===== src/rtl/alu_pkg.sv =====
// Shared constants for the execute/write-back stage: widths, opcodes, FSM states.
package alu_pkg;

    localparam int ALU_XLEN       = 32;
    localparam int ALU_AW         = 5;
    localparam int ALU_MUL_CYCLES = 32;

    localparam logic [3:0] OP_ADD  = 4'd0;
    localparam logic [3:0] OP_SUB  = 4'd1;
    localparam logic [3:0] OP_AND  = 4'd2;
    localparam logic [3:0] OP_OR   = 4'd3;
    localparam logic [3:0] OP_XOR  = 4'd4;
    localparam logic [3:0] OP_SLL  = 4'd5;
    localparam logic [3:0] OP_SRL  = 4'd6;
    localparam logic [3:0] OP_SRA  = 4'd7;
    localparam logic [3:0] OP_SLT  = 4'd8;
    localparam logic [3:0] OP_SLTU = 4'd9;
    localparam logic [3:0] OP_MUL  = 4'd10;
    localparam logic [3:0] OP_LUI  = 4'd11;

    typedef enum logic {
        IDLE = 1'b0,
        MUL  = 1'b1
    } state_e;

endpackage


===== src/rtl/seq_mul32.sv =====
// Iterative shift-add multiplier: one partial-product add per cycle, low XLEN bits kept.
module seq_mul32 #(
    parameter int XLEN       = 32,
    parameter int MUL_CYCLES = 32
) (
    input  logic            clk_i,
    input  logic            rst_i,
    input  logic            start_i,
    input  logic [XLEN-1:0] mcand_i,
    input  logic [XLEN-1:0] mplr_i,
    output logic            done_o,
    output logic [XLEN-1:0] result_o
);

    localparam int CW = (MUL_CYCLES > 1) ? $clog2(MUL_CYCLES) : 1;
    localparam logic [CW-1:0] LAST = CW'(MUL_CYCLES - 1);

    logic [XLEN-1:0] mcand_q, mcand_d;
    logic [XLEN-1:0] mplr_q, mplr_d;
    logic [XLEN-1:0] acc_q, acc_d;
    logic [CW-1:0]   cnt_q, cnt_d;
    logic            busy_q, busy_d;
    logic [XLEN-1:0] acc_sum_s;

    // The final add is exposed combinationally so the caller can capture it on the last edge.
    assign acc_sum_s = acc_q + (mplr_q[0] ? mcand_q : {XLEN{1'b0}});
    assign done_o    = busy_q && (cnt_q == LAST);
    assign result_o  = acc_sum_s;

    // Next-state for the shift-add datapath.
    always_comb begin
        mcand_d = mcand_q;
        mplr_d  = mplr_q;
        acc_d   = acc_q;
        cnt_d   = cnt_q;
        busy_d  = busy_q;
        if (start_i) begin
            mcand_d = mcand_i;
            mplr_d  = mplr_i;
            acc_d   = {XLEN{1'b0}};
            cnt_d   = {CW{1'b0}};
            busy_d  = 1'b1;
        end else if (busy_q) begin
            acc_d   = acc_sum_s;
            mcand_d = mcand_q << 1;
            mplr_d  = mplr_q >> 1;
            cnt_d   = cnt_q + {{(CW-1){1'b0}}, 1'b1};
            busy_d  = (cnt_q != LAST);
        end else begin
            busy_d  = 1'b0;
        end
    end

    // Multiplier state registers.
    always_ff @(posedge clk_i or posedge rst_i) begin
        if (rst_i) begin
            mcand_q <= {XLEN{1'b0}};
            mplr_q  <= {XLEN{1'b0}};
            acc_q   <= {XLEN{1'b0}};
            cnt_q   <= {CW{1'b0}};
            busy_q  <= 1'b0;
        end else begin
            mcand_q <= mcand_d;
            mplr_q  <= mplr_d;
            acc_q   <= acc_d;
            cnt_q   <= cnt_d;
            busy_q  <= busy_d;
        end
    end

endmodule


===== src/rtl/alu_wb_pipe.sv =====
// Execute/write-back stage for the 32x32 register file: ALU, write-back forwarding,
// and a stalling iterative multiplier.
module alu_wb_pipe
    import alu_pkg::*;
#(
    parameter int XLEN       = ALU_XLEN,
    parameter int AW         = ALU_AW,
    parameter int MUL_CYCLES = ALU_MUL_CYCLES
) (
    input  logic            m_clock,
    input  logic            p_reset,
    input  logic            issue_valid,
    output logic            issue_ready,
    input  logic [3:0]      op,
    input  logic [AW-1:0]   rs_a,
    input  logic [AW-1:0]   rs_b,
    input  logic [AW-1:0]   rd,
    input  logic [15:0]     imm,
    input  logic            use_imm,
    output logic            rf_read_a,
    output logic            rf_read_b,
    output logic [AW-1:0]   rf_a_addr,
    output logic [AW-1:0]   rf_b_addr,
    input  logic [XLEN-1:0] rf_a,
    input  logic [XLEN-1:0] rf_b,
    output logic            rf_write,
    output logic [AW-1:0]   rf_in_addr,
    output logic [XLEN-1:0] rf_in,
    output logic            rf_clear,
    output logic            err_illegal,
    output logic [15:0]     retired
);

    state_e          state_q, state_d;
    logic            wb_valid_q, wb_valid_d;
    logic [AW-1:0]   wb_rd_q, wb_rd_d;
    logic [XLEN-1:0] wb_data_q, wb_data_d;
    logic [AW-1:0]   mul_rd_q, mul_rd_d;
    logic            err_q, err_d;
    logic [15:0]     retired_q, retired_d;

    logic            accept_s;
    logic            mul_start_s;
    logic            mul_done_s;
    logic [XLEN-1:0] mul_result_s;
    logic [XLEN-1:0] imm_ext_s;
    logic [XLEN-1:0] op_a_s;
    logic [XLEN-1:0] op_b_s;
    logic [XLEN-1:0] alu_res_s;
    logic            illegal_s;

    assign issue_ready = (state_q == IDLE);
    assign accept_s    = issue_valid && issue_ready;
    assign rf_read_a   = accept_s;
    assign rf_read_b   = accept_s;
    assign rf_a_addr   = rs_a;
    assign rf_b_addr   = rs_b;
    assign rf_write    = wb_valid_q;
    assign rf_in_addr  = wb_rd_q;
    assign rf_in       = wb_data_q;
    assign rf_clear    = 1'b0;
    assign err_illegal = err_q;
    assign retired     = retired_q;

    // The regfile returns stale data for the register being written this cycle; forward instead.
    assign imm_ext_s = {{(XLEN-16){imm[15]}}, imm};
    assign op_a_s    = (wb_valid_q && (wb_rd_q == rs_a)) ? wb_data_q : rf_a;
    assign op_b_s    = use_imm ? imm_ext_s
                     : ((wb_valid_q && (wb_rd_q == rs_b)) ? wb_data_q : rf_b);

    // Single-cycle ALU; MUL goes to the iterative unit and 12-15 are flagged illegal.
    always_comb begin
        alu_res_s = {XLEN{1'b0}};
        illegal_s = 1'b0;
        case (op)
            OP_ADD:  alu_res_s = op_a_s + op_b_s;
            OP_SUB:  alu_res_s = op_a_s - op_b_s;
            OP_AND:  alu_res_s = op_a_s & op_b_s;
            OP_OR:   alu_res_s = op_a_s | op_b_s;
            OP_XOR:  alu_res_s = op_a_s ^ op_b_s;
            OP_SLL:  alu_res_s = op_a_s << op_b_s[4:0];
            OP_SRL:  alu_res_s = op_a_s >> op_b_s[4:0];
            OP_SRA:  alu_res_s = $signed(op_a_s) >>> op_b_s[4:0];
            OP_SLT:  alu_res_s = {{(XLEN-1){1'b0}}, ($signed(op_a_s) < $signed(op_b_s))};
            OP_SLTU: alu_res_s = {{(XLEN-1){1'b0}}, (op_a_s < op_b_s)};
            OP_MUL:  alu_res_s = {XLEN{1'b0}};
            OP_LUI:  alu_res_s = {imm, {(XLEN-16){1'b0}}};
            default: illegal_s = 1'b1;
        endcase
    end

    seq_mul32 #(
        .XLEN       (XLEN),
        .MUL_CYCLES (MUL_CYCLES)
    ) u_mul (
        .clk_i    (m_clock),
        .rst_i    (p_reset),
        .start_i  (mul_start_s),
        .mcand_i  (op_a_s),
        .mplr_i   (op_b_s),
        .done_o   (mul_done_s),
        .result_o (mul_result_s)
    );

    // Issue/stall FSM and write-back register next-state.
    always_comb begin
        state_d     = state_q;
        wb_valid_d  = 1'b0;
        wb_rd_d     = wb_rd_q;
        wb_data_d   = wb_data_q;
        mul_rd_d    = mul_rd_q;
        err_d       = 1'b0;
        mul_start_s = 1'b0;
        retired_d   = wb_valid_q ? (retired_q + 16'd1) : retired_q;
        case (state_q)
            IDLE: begin
                if (accept_s && illegal_s) begin
                    err_d = 1'b1;
                end else if (accept_s && (op == OP_MUL)) begin
                    mul_start_s = 1'b1;
                    mul_rd_d    = rd;
                    state_d     = MUL;
                end else if (accept_s) begin
                    wb_valid_d = 1'b1;
                    wb_rd_d    = rd;
                    wb_data_d  = alu_res_s;
                end else begin
                    state_d = IDLE;
                end
            end
            MUL: begin
                if (mul_done_s) begin
                    wb_valid_d = 1'b1;
                    wb_rd_d    = mul_rd_q;
                    wb_data_d  = mul_result_s;
                    state_d    = IDLE;
                end else begin
                    state_d = MUL;
                end
            end
            default: state_d = IDLE;
        endcase
    end

    // Stage registers.
    always_ff @(posedge m_clock or posedge p_reset) begin
        if (p_reset) begin
            state_q    <= IDLE;
            wb_valid_q <= 1'b0;
            wb_rd_q    <= {AW{1'b0}};
            wb_data_q  <= {XLEN{1'b0}};
            mul_rd_q   <= {AW{1'b0}};
            err_q      <= 1'b0;
            retired_q  <= 16'd0;
        end else begin
            state_q    <= state_d;
            wb_valid_q <= wb_valid_d;
            wb_rd_q    <= wb_rd_d;
            wb_data_q  <= wb_data_d;
            mul_rd_q   <= mul_rd_d;
            err_q      <= err_d;
            retired_q  <= retired_d;
        end
    end

endmodule

===== config.mk =====
export PLATFORM = sky130hd
export DESIGN_NAME = alu_wb_pipe
export DESIGN_NICKNAME = d
export VERILOG_FILES = /design/src/rtl/alu_pkg.sv /design/src/rtl/seq_mul32.sv /design/src/rtl/alu_wb_pipe.sv
export SDC_FILE = /design/constraint.sdc
export NUM_CORES = 1
export LEC_CHECK = 0
export CAP_MARGIN = 20
export CORE_UTILIZATION = 45
export DETAILED_ROUTE_END_ITERATION = 6
export DONT_BUFFER_PORTS = 1
export PLACE_DENSITY = 0.67
export REMOVE_ABC_BUFFERS = 1
export SKIP_CTS_REPAIR_TIMING = 1
export SYNTH_ARGS = -nofsm -noshare
export SYNTH_HDL_FRONTEND = slang
export SYNTH_SLANG_ARGS = --single-unit
export TNS_END_PERCENT = 30

===== constraint.sdc =====
create_clock -name m_clock -period 7.5 [get_ports m_clock]
set_input_delay 1.5 -clock m_clock [delete_from_list [all_inputs] [get_ports m_clock]]
set_output_delay 1.5 -clock m_clock [all_outputs]
set_load 0.05 [all_outputs]

=== Word level (Yosys, flattened, before mapping) ===
Cells that the tools add are included.

* Register bits after elaboration: 163
* Logic and storage cells: 95

* $add $sub $neg: 5
* Multiplexer cells: 38
* Shift-type cells: 3
* Bitwise operators: 5
* Equality and inequality tests: 19
* Reduce and logical (&&, ||, !) cells: 11
* $lt $le $gt $ge: 2

{| class="wikitable"
|+ Operator list
! operator !! count
|-
| 2-to-1 mux 32 bit || 14
|-
| case mux 32 bit (11 select lines) || 1
|-
| adder 32 bit || 2
|-
| < comparator 32 bit || 2
|-
| case mux 32 bit (2 select lines) || 1
|-
| bitwise AND 32 bit || 1
|-
| OR 32 bit || 1
|-
| left shift 32 x 5 -> 32 bit || 1
|-
| >> shifter 32 x 5 -> 32 bit || 1
|-
| >>> shifter 32 x 5 -> 32 bit || 1
|-
| subtractor 32 bit || 1
|-
| XOR 32 bit || 1
|-
| 2-to-1 mux 5 bit || 6
|-
| adder 16 x 1 -> 16 bit, second input constant || 1
|-
| == test 4 x 3 -> 1 bit, second input constant || 4
|-
| == test 4 bit, second input constant || 4
|-
| 2-to-1 mux 1 bit || 13
|-
| OR reduction 12 bit || 1
|-
| == test 5 bit || 2
|-
| case mux 5 bit (2 select lines) || 1
|-
| == test 4 x 2 -> 1 bit, second input constant || 2
|-
| logical AND 1 bit || 6
|-
| adder 5 x 1 -> 5 bit, second input constant || 1
|-
| == test 5 bit, second input constant || 1
|-
| 10 further kinds || 14
|}

=== Longest topological paths before layout ===
Gate-level depths: netlist (run 1).

* Depth in word-level cells: 10
* Gate-level depth with buffers: 25
* Gate-level depth less buffers: 19

=== By module ===
Synthesis (run 1) repeated with hierarchy kept, for this count alone.

* Cells, all modules: 2738
* Area, all modules: 20417.1 um^2

{| class="wikitable"
|+ Modules (own cells, without submodules)
! module !! times used !! seq. area each (um^2) !! area an instance (um^2) !! cells each
|-
| alu_wb_pipe || 1 || 1526.5 || 13758.2 || 2018
|-
| seq_mul32 || 1 || 2552.4 || 6658.9 || 720
|}

=== Worst setup path after synthesis (run 1) ===
No wires, ideal clock.

* Path type: input to register
* From: in rs_b[2]
* To: reg wb_data_q[31], in the netlist rf_in[31]
* Setup slack: 1.123 ns
* Stages on the path: 19
* Arrival time: 6.251 ns
* Library setup time: 0.126 ns
* Cells stage by stage: xnor2_1 > nand2_1 > nor2_1 > clkbuf_1 > mux2i_1 > o21ai_0 > ha_1 > clkbuf_1 > nor2b_1 > nor4_1 > a2111oi_0 > nor3_1 > o31ai_1 > a41oi_1 > o21ai_0 > a211oi_1 > o31ai_1 > mux2i_1 > o32a_1

* Longest elaborated chain between the ends: 10
* Elaborated cells between the ends (all ways): 17
* Those cells by class: add/sub: 2; eq/ne: 1; shift: 3; mux: 7; bitwise: 3; reduce/logical: 1

{| class="wikitable"
|+ Ends and longest elaborated chain
! element !! RTL line !! source
|-
| start, declared || alu_wb_pipe.sv:16 || <nowiki>input logic [AW-1:0] rs_b,</nowiki>
|-
| == test 5 bit (*) || alu_wb_pipe.sv:69 || <nowiki>: ((wb_valid_q && (wb_rd_q == rs_b)) ? wb_data_q : rf_b);</nowiki>
|-
| logical AND 1 bit (*) || alu_wb_pipe.sv:69 ||
|-
| 2-to-1 mux 32 bit (*) || alu_wb_pipe.sv:69 ||
|-
| 2-to-1 mux 32 bit (*) || alu_wb_pipe.sv:68 || <nowiki>assign op_b_s = use_imm ? imm_ext_s</nowiki>
|-
| subtractor 32 bit, or another cell as far along || alu_wb_pipe.sv:77 || <nowiki>OP_SUB: alu_res_s = op_a_s - op_b_s;</nowiki>
|-
| case mux 32 bit (11 select lines) (*) || alu_wb_pipe.sv:75 || <nowiki>case (op)</nowiki>
|-
| 2-to-1 mux 32 bit (*) || alu_wb_pipe.sv:123 || <nowiki>end else if (accept_s) begin</nowiki>
|-
| 2-to-1 mux 32 bit (*) || alu_wb_pipe.sv:119 || <nowiki>end else if (accept_s && (op == OP_MUL)) begin</nowiki>
|-
| 2-to-1 mux 32 bit (*) || alu_wb_pipe.sv:117 || <nowiki>if (accept_s && illegal_s) begin</nowiki>
|-
| case mux 32 bit (2 select lines) (*) || alu_wb_pipe.sv:115 || <nowiki>case (state_q)</nowiki>
|-
| end signal, assigned || alu_wb_pipe.sv:151 || <nowiki>wb_data_q <= {XLEN{1'b0}};</nowiki>
|-
| end signal, assigned || alu_wb_pipe.sv:159 || <nowiki>wb_data_q <= wb_data_d;</nowiki>
|-
| end, declared || alu_wb_pipe.sv:37 || <nowiki>logic [XLEN-1:0] wb_data_q, wb_data_d;</nowiki>
|}

Mark *: on every way between the ends. The rest lies on a longest branch, timed or not. The select of a mux whose other input is x is not followed.
A chain may end at the register's enable or synchronous reset.

=== Final worst setup path (run 1) ===
* From: in rs_a[0]
* To: reg wb_data_q[31], in the netlist rf_in[31]

* Longest elaborated chain between the ends: 9
* Elaborated cells between the ends (all ways): 16
* Those cells by class: add/sub: 2; eq/ne: 1; shift: 3; mux: 6; bitwise: 3; reduce/logical: 1

{| class="wikitable"
|+ Ends and longest elaborated chain
! element !! RTL line !! source
|-
| start, declared || alu_wb_pipe.sv:15 || <nowiki>input logic [AW-1:0] rs_a,</nowiki>
|-
| == test 5 bit (*) || alu_wb_pipe.sv:67 || <nowiki>assign op_a_s = (wb_valid_q && (wb_rd_q == rs_a)) ? wb_data_q : rf_a;</nowiki>
|-
| logical AND 1 bit (*) || alu_wb_pipe.sv:67 ||
|-
| 2-to-1 mux 32 bit (*) || alu_wb_pipe.sv:67 ||
|-
| subtractor 32 bit, or another cell as far along || alu_wb_pipe.sv:77 ||
|-
| case mux 32 bit (11 select lines) (*) || alu_wb_pipe.sv:75 ||
|-
| 2-to-1 mux 32 bit (*) || alu_wb_pipe.sv:123 ||
|-
| 2-to-1 mux 32 bit (*) || alu_wb_pipe.sv:119 ||
|-
| 2-to-1 mux 32 bit (*) || alu_wb_pipe.sv:117 ||
|-
| case mux 32 bit (2 select lines) (*) || alu_wb_pipe.sv:115 ||
|}

Marks and branches as above.

==> metrics.md, run 1 <==
| Metric | Value |
|---|---|
| Run status | complete, no violations |
| Gr ovfl total | 0 |
| Hold Path Cell Cnt | 2 |
| Worst Hold Class | register to register |
| FMAX | 152.5 MHz |
| Num CTS Buffers | 17 |
| Worst vdd ir | 237.5 uV |
| Gpl congestion | 1.024 |
| Worst min-delay path startpoint | mul_rd_q[0] |
| R2R cell count | 18 |
| 1st-iter DRT viols | 2538 |
| Input/output buffers | 0 |
| Slew HR | 12.84% |
| Final period utilization | 87.44% |
| Max-cap violations | 0 |
| Most frequent cells in the layout | 251 x nand2_1, 212 x o21ai_0, 208 x mux2i_1, 186 x a21oi_1, 168 x nor2_1 |
| PwrDens | 329.9 mW/mm2 |
| Initial antenna violation count | 14 |
| Crit. End Element | register |
| Detailed-router iteration count before antenna repair | 5 |
| Top Ports | 172 |
| Residual DRC count | 0 |
| Clk Latency, worst-skew pair | 0.51 ns |
| DRT Wirelength | 96450 um |
| Die area | 0.04320 mm2 |
| Post-DP HPWL | 73020 um |
| Final Hold Viols | 0 |
| CTS tree | built |
| Post-synthesis register bit count | 163 |
| H-tree levels | 4 |
| Worst slew pin tran | 1.287 ns |
| Vias in the first global route | 19350 |
| Max-slew violations | 0 |
| Worst R2R Start | rf_in_addr[2] |
| Routed wire length per instance | 33.05 um |
| Synth cell types | 94 |
| Post-Synthesis Cell Area | 0.01907 mm2 |
| Commonest non-fill, non-tap cell in the layout | nand2_1 |
| Area growth syn-to-layout | 5.749% |
| Fraction of layout cells with a size suffix above 1 | 8.976% |
| Crit path launch type | input port |
| Leading area contributor after synthesis | dfrtp_1 |
| Final critical-path required period | 6.558 ns |
| Clock Tree Buf Depth | 2 |
| Crit path max fanout | 9 |
| Worst hold endpoint | mul_rd_q[0] |
| Clock root buffer | clkbuf_16 |
| Layout Utilization | 48.17% |
| DR vias | 20080 |
| Arr. time, crit path | 6.96 ns |
| Synth Instances | 2445 |
| Synth area leaders | dfrtp_1 21%, mux2i_1 11%, ha_1 9.1% |
| Final worst clock skew | 0.03362 ns |
| First-pass GRT wire length | 138400 um |
| Synth top area share | 21.39% |
| Aggregate global-route resource usage | 44.43% |
| Avg Cell Area, Syn | 7.798 um2 |
| Crit Reg-Reg Endpoint | rf_in[29] |
| Starting Density | 45.55% |
| Setup TNS | 0 ns |
| Post-layout nets | 2604 |
| Die Y | 207.8 um |
| Pin count of the biggest net entering global routing | 86 |
| Synthesis Warnings | 0 |
| RSZ-0062 raised after global routing | false |
| R2R Setup Slk | 1.19 ns |
| Sequential element share of the synthesized area | 21.39% |
| Chip width | 207.8 um |
| Vias per inst | 6.882 |
| Leak Pwr | 8.793 nW |
| Clock transition at path regs | 0.07 ns |
| Num Clock Sinks | 163 |
| Top_reg_cell synth | dfrtp_1 |
| Final setup fails | 0 |
| WP data required | 7.90 ns |
| Row Count | 75 |
| ANT nets after route | 0 |
| Ys async rst share | 100.0% |
| Core area | 0.04185 mm2 |
| Crit path kind | input port to register |
| Post-synth EDFFs | 0 |
==> layout make-up <==
class	count	area, um2
timing repair buffer	82	613.1
tap	539	674.4
fill	4227	21690
sequential	163	4083
antenna	6	15.01
multi-input combinational	1988	13780
clock inverter	14	140.1
clock buffer	18	439.2
inverter	108	412.9
==> worst max-delay path, stage by stage <==
cell and delay [ns]:
xnor2_1 0.26, nand2_1 0.16, nor2_4 0.56, mux2_2 0.48
ha_1 0.47, or3b_2 0.50, o2111a_1 0.15, o21ai_0 0.25
nand3_1 0.35, a211oi_1 0.68, o31ai_1 0.31, a311oi_1 0.45
o21ai_0 0.18, mux2i_1 0.22, a31oi_1 0.12, o32a_1 0.31
==> stage by stage <==
| step | hold slack [ns] | setup slack (ns) | power (mW) | area (um2) | std cells |
|---|---|---|---|---|---|
| after detailed placement | 0.4623 | 0.6093 | 5.618 | 19570 | 2880 |
| after global routing | 0.5235 | 0.5632 | 6.975 | 20160 | 2918 |
| final | 0.4761 | 0.9419 | 6.650 | 20160 | 2918 |
| after global placement | 0.4571 | 0.7251 | 5.545 | 19560 | 2878 |
| after floorplan | 0.4454 | -2.073 | 4.425 | 18210 | 2259 |
| after CTS | 0.4801 | 1.128 | 6.569 | 20150 | 2912 |
==> cell usage after synthesis (8+ instances only) <==
cell type  instances
buf_1             18
clkbuf_1         123
a21boi_0          17
nand2_1          251
buf_4             17
o311ai_0          13
nor4_1             8
a31o_2            10
ha_1             138
a21oi_1          186
dfrtp_1          163
and2_1            47
nand4_1           19
o21a_1             9
a21o_1            26
mux2_2            35
a22oi_1           12
o21bai_1          20
nor2b_1           17
o21ai_0          212
nand2b_1          15
xnor2_1           55
inv_1            104
o32ai_1            8
and3_1            16
buf_2             18
o22ai_1           17
o2111ai_1         10
xor2_1            19
nor3_1            48
or3_1             17
a221oi_1          19
a2111oi_0          9
buf_6              8
o211a_1           10
nor2_1           174
mux2i_1          208
a31oi_1           28
a211oi_1          32
nand3_1           68
o31ai_1           18
o211ai_1          70
==> how the worst max path moves through the flow <==
stage               startpoint         to  slack [ns]  depth (start not counted)
global placement       rs_a[3]  rf_in[31]        0.73                         16
global route           rs_b[2]  rf_in[29]        0.56                         19
floorplan              use_imm  rf_in[31]       -2.07                         17
CTS                    rs_a[3]  rf_in[31]        1.13                         16
finish                 rs_a[0]  rf_in[31]        0.94                         16
detailed placement     rs_a[3]  rf_in[31]        0.61                         16
==> routing by layer <==
layer	part of all wire [%]	GRT usage (%)
met1	39	54.73
met2	44	68.01
met3	9.1	10.86
met4	7.8	31.57
met5	0.083	0
==> kinds of logic after synthesis <==
group	synth area share, %
other	0.01967
AO/OA/AOI/OAI	28.06
buffers and inverters	6.648
flip-flops	21.39
AND/OR/NAND/NOR	16.95
adder cells (fa/ha/maj)	9.371
multiplexers	14.16
XOR/XNOR	3.399
==> where the power goes <==
group	total (mW)	leakage (nW)	switching (mW)	internal (mW)
combinational	3.67	6.47	2.33	1.34
clock	0.927	0.286	0.452	0.475
sequential	2.05	2.04	0.806	1.24
==> sequential cells by signal, indices dropped and copies added, names as in the netlist, 5 cells and up <==
register       flops
u_mul.acc_q       32
mul_rd_q           5
u_mul.mplr_q      32
rf_in_addr         5
u_mul.cnt_q        5
u_mul.mcand_q     32
rf_in             32
retired           16
(Power assumes the default switching activity.)
==> run 2, diff against run 1 <==
Clock period 7.5 ns to 7.6 ns, I/O delays scaled along.
==> run 2 against run 1 <==
  * Sequential power is 2% lower
  * Clock power is 7.2% higher
  * Combinational power hardly changed
  * Critical path type unchanged
  * Worst hold slack better by 0.011 ns
  * Design area is 0.47% higher
  * Clock-buffer cell count is 1 lower
  * Routed wire length is 0.81% lower
==> metrics.md, run 2 (synthesis gave the netlist of run 1 again) <==
| Metric | Value |
|---|---|
| Leak Pwr | 8.824 nW |
| DRT Wirelength | 95670 um |
| Final worst clock skew | 0.01652 ns |
| Num Clock Sinks | 163 |
| FMAX | 146.5 MHz |
| Fin cells | 2918 |
| Starting Density | 45.55% |
| Final critical-path required period | 6.827 ns |
| Row Count | 75 |
| Critical Path Most Common Cell | a211oi_1 |
| CP top delay family | compound AO/OA/AOI/OAI gates |
| Slew HR | 18.00% |
| Gpl congestion | 1.046 |
| Routed wire length per instance | 32.79 um |
| Area growth syn-to-layout | 6.247% |
| CTS tree | built |
| Critical-path top delay cell | o31ai_1 |
| Max-cap violations | 0 |
| Crit Reg-Reg Endpoint | rf_in[31] |
| Vias in the first global route | 19220 |
| Worst R2R Start | rf_in_addr[0] |
| Worst slew pin tran | 1.226 ns |
| Gr ovfl total | 0 |
| Clock Tree Buf Depth | 2 |
| Final Hold Viols | 0 |
| Most frequent cells in the layout | 251 x nand2_1, 212 x o21ai_0, 208 x mux2i_1, 186 x a21oi_1, 169 x nor2_1 |
| PwrDens | 328.1 mW/mm2 |
| Detailed-router iteration count before antenna repair | 6 |
| H-tree levels | 4 |
| Fill count | 4191 |
| Critical Path Start | rs_a[0] |
| CP endpoint | rf_in[31] |
| Crit path max fanout | 12 |
| R2R cell count | 15 |
| Worst vdd ir | 291.0 uV |
| Clock root buffer | clkbuf_16 |
| Post-DP HPWL | 72100 um |
| Top Ports | 172 |
| Final period utilization | 89.83% |
| Run status | complete, no violations |
| Arr. time, crit path | 7.21 ns |
| Crit path launch type | input port |
| Worst Hold Class | register to register |
| Buf/Inv on CP | 1 |
| Commonest non-fill, non-tap cell in the layout | nand2_1 |
| Aggregate global-route resource usage | 43.67% |
| R2R Setup Slk | 1.05 ns |
| Fraction of layout cells with a size suffix above 1 | 8.861% |
| Max-slew violations | 0 |
| FF+latch area | 0.004083 mm2 |
| ANT nets after route | 0 |
| Crit. End Element | register |
| Clock transition at path regs | 0.07 ns |
| Post-layout nets | 2601 |
| Die area | 0.04320 mm2 |
| Cell count along the critical path | 15 |
| Num CTS Buffers | 17 |
| Critical-path cell list | xnor2_1 > nand2_1 > nor2_4 > buf_4 > mux2_2 > ha_1 > nand3_1 > a211oi_1 > a211oi_1 > o31ai_1 > a311oi_1 > o21ai_0 > mux2i_1 > a31oi_1 > o32a_1 |
| WP data required | 7.99 ns |
| DR vias | 20170 |
| Residual DRC count | 0 |
| Chip width | 207.8 um |
| Setup TNS | 0 ns |
| Final setup fails | 0 |
| Area of the multi-input gates | 0.01379 mm2 |
| First-pass GRT wire length | 136200 um |
| Pin count of the biggest net entering global routing | 86 |
| Core area | 0.04185 mm2 |
| Number of cells after detailed placement | 2876 |
| CP max stage delay | 0.68 ns |
| Clk Latency, worst-skew pair | 0.50 ns |
| 1st-iter DRT viols | 2560 |
| Die Y | 207.8 um |
| RSZ-0062 raised after global routing | false |
| Crit path kind | input port to register |
| Vias per inst | 6.911 |
| Initial antenna violation count | 12 |
| Input/output buffers | 0 |
==> run 2: cell count changes in the layout (fill, tap and decap cells not counted), moves of 2 or more <==
| cell | before | now |
|---|---|---|
| buf_4 | 81 | 75 |
| bufinv_16 | 1 | 4 |
| diode_2 | 6 | 9 |
| buf_6 | 0 | 2 |
| inv_6 | 7 | 5 |
| o311ai_0 | 10 | 12 |
| o311ai_1 | 4 | 2 |
==> run 2: how the worst min path moves through the flow <==
| stage | startpoint | to | slack (ns) | depth (start not counted) |
|---|---|---|---|---|
| 2_1_floorplan | mul_rd_q[0] | mul_rd_q[0] | 0.45 | 2 |
| 3_3_place_gp | mul_rd_q[0] | mul_rd_q[0] | 0.46 | 2 |
| 3_5_place_dp | mul_rd_q[1] | mul_rd_q[1] | 0.47 | 2 |
| 4_1_cts | mul_rd_q[1] | mul_rd_q[1] | 0.49 | 2 |
| 5_1_grt | mul_rd_q[2] | mul_rd_q[2] | 0.51 | 2 |
| 6_report | mul_rd_q[3] | mul_rd_q[3] | 0.49 | 2 |
==> run 2: area by class of cell <==
class                      instances  area share (%)
timing repair buffer              79           3.101
clock buffer                      17           2.100
clock inverter                    15           1.093
inverter                         108           2.038
antenna                            9          0.1112
sequential                       163           20.15
multi-input combinational       1988           68.07
tap                              539           3.329
==> run 2: tightest hold or removal path, delay by kind of cell (launching register included) <==
kind             cells  cell delay (ns)
DFF                  1             0.35
and+or+nand+nor      2             0.11
==> run 2: where the power goes <==
group          switching (mW)  total [mW]  leakage [nW]  internal [mW]
combinational            2.31        3.64          6.47           1.33
clock                   0.436       0.994         0.314          0.559
sequential              0.784        2.01          2.04           1.23
total                    3.53        6.65          8.82           3.12
==> run 2: metrics by stage <==
stage | power [mW] | setup WS, ns | utilization [%] | area (um2) | hold WS (ns)
finish | 6.646 | 0.7730 | 48.40 | 20260 | 0.4870
global route | 6.960 | 0.6025 | 48.38 | 20250 | 0.5116
CTS | 6.552 | 1.085 | 48.31 | 20220 | 0.4854
detailed placement | 5.537 | 0.5988 | 46.77 | 19570 | 0.4708
global placement | 5.453 | 0.5560 | 46.65 | 19520 | 0.4567
floorplan | 4.366 | -1.993 | - | 18210 | 0.4454
==> run 2: routing by layer <==
layer / part of all wire (%) / track usage (%) / vias up / routed length, um
met3: 10 / 10.79 / 286 / 9778
met4: 8.0 / 32.49 / 6 / 7677
li1: - / - / 8788 / -
met1: 38 / 53.61 / 9821 / 36790
met5: 0.040 / 0 / - / 38
met2: 43 / 66.32 / 1265 / 41380
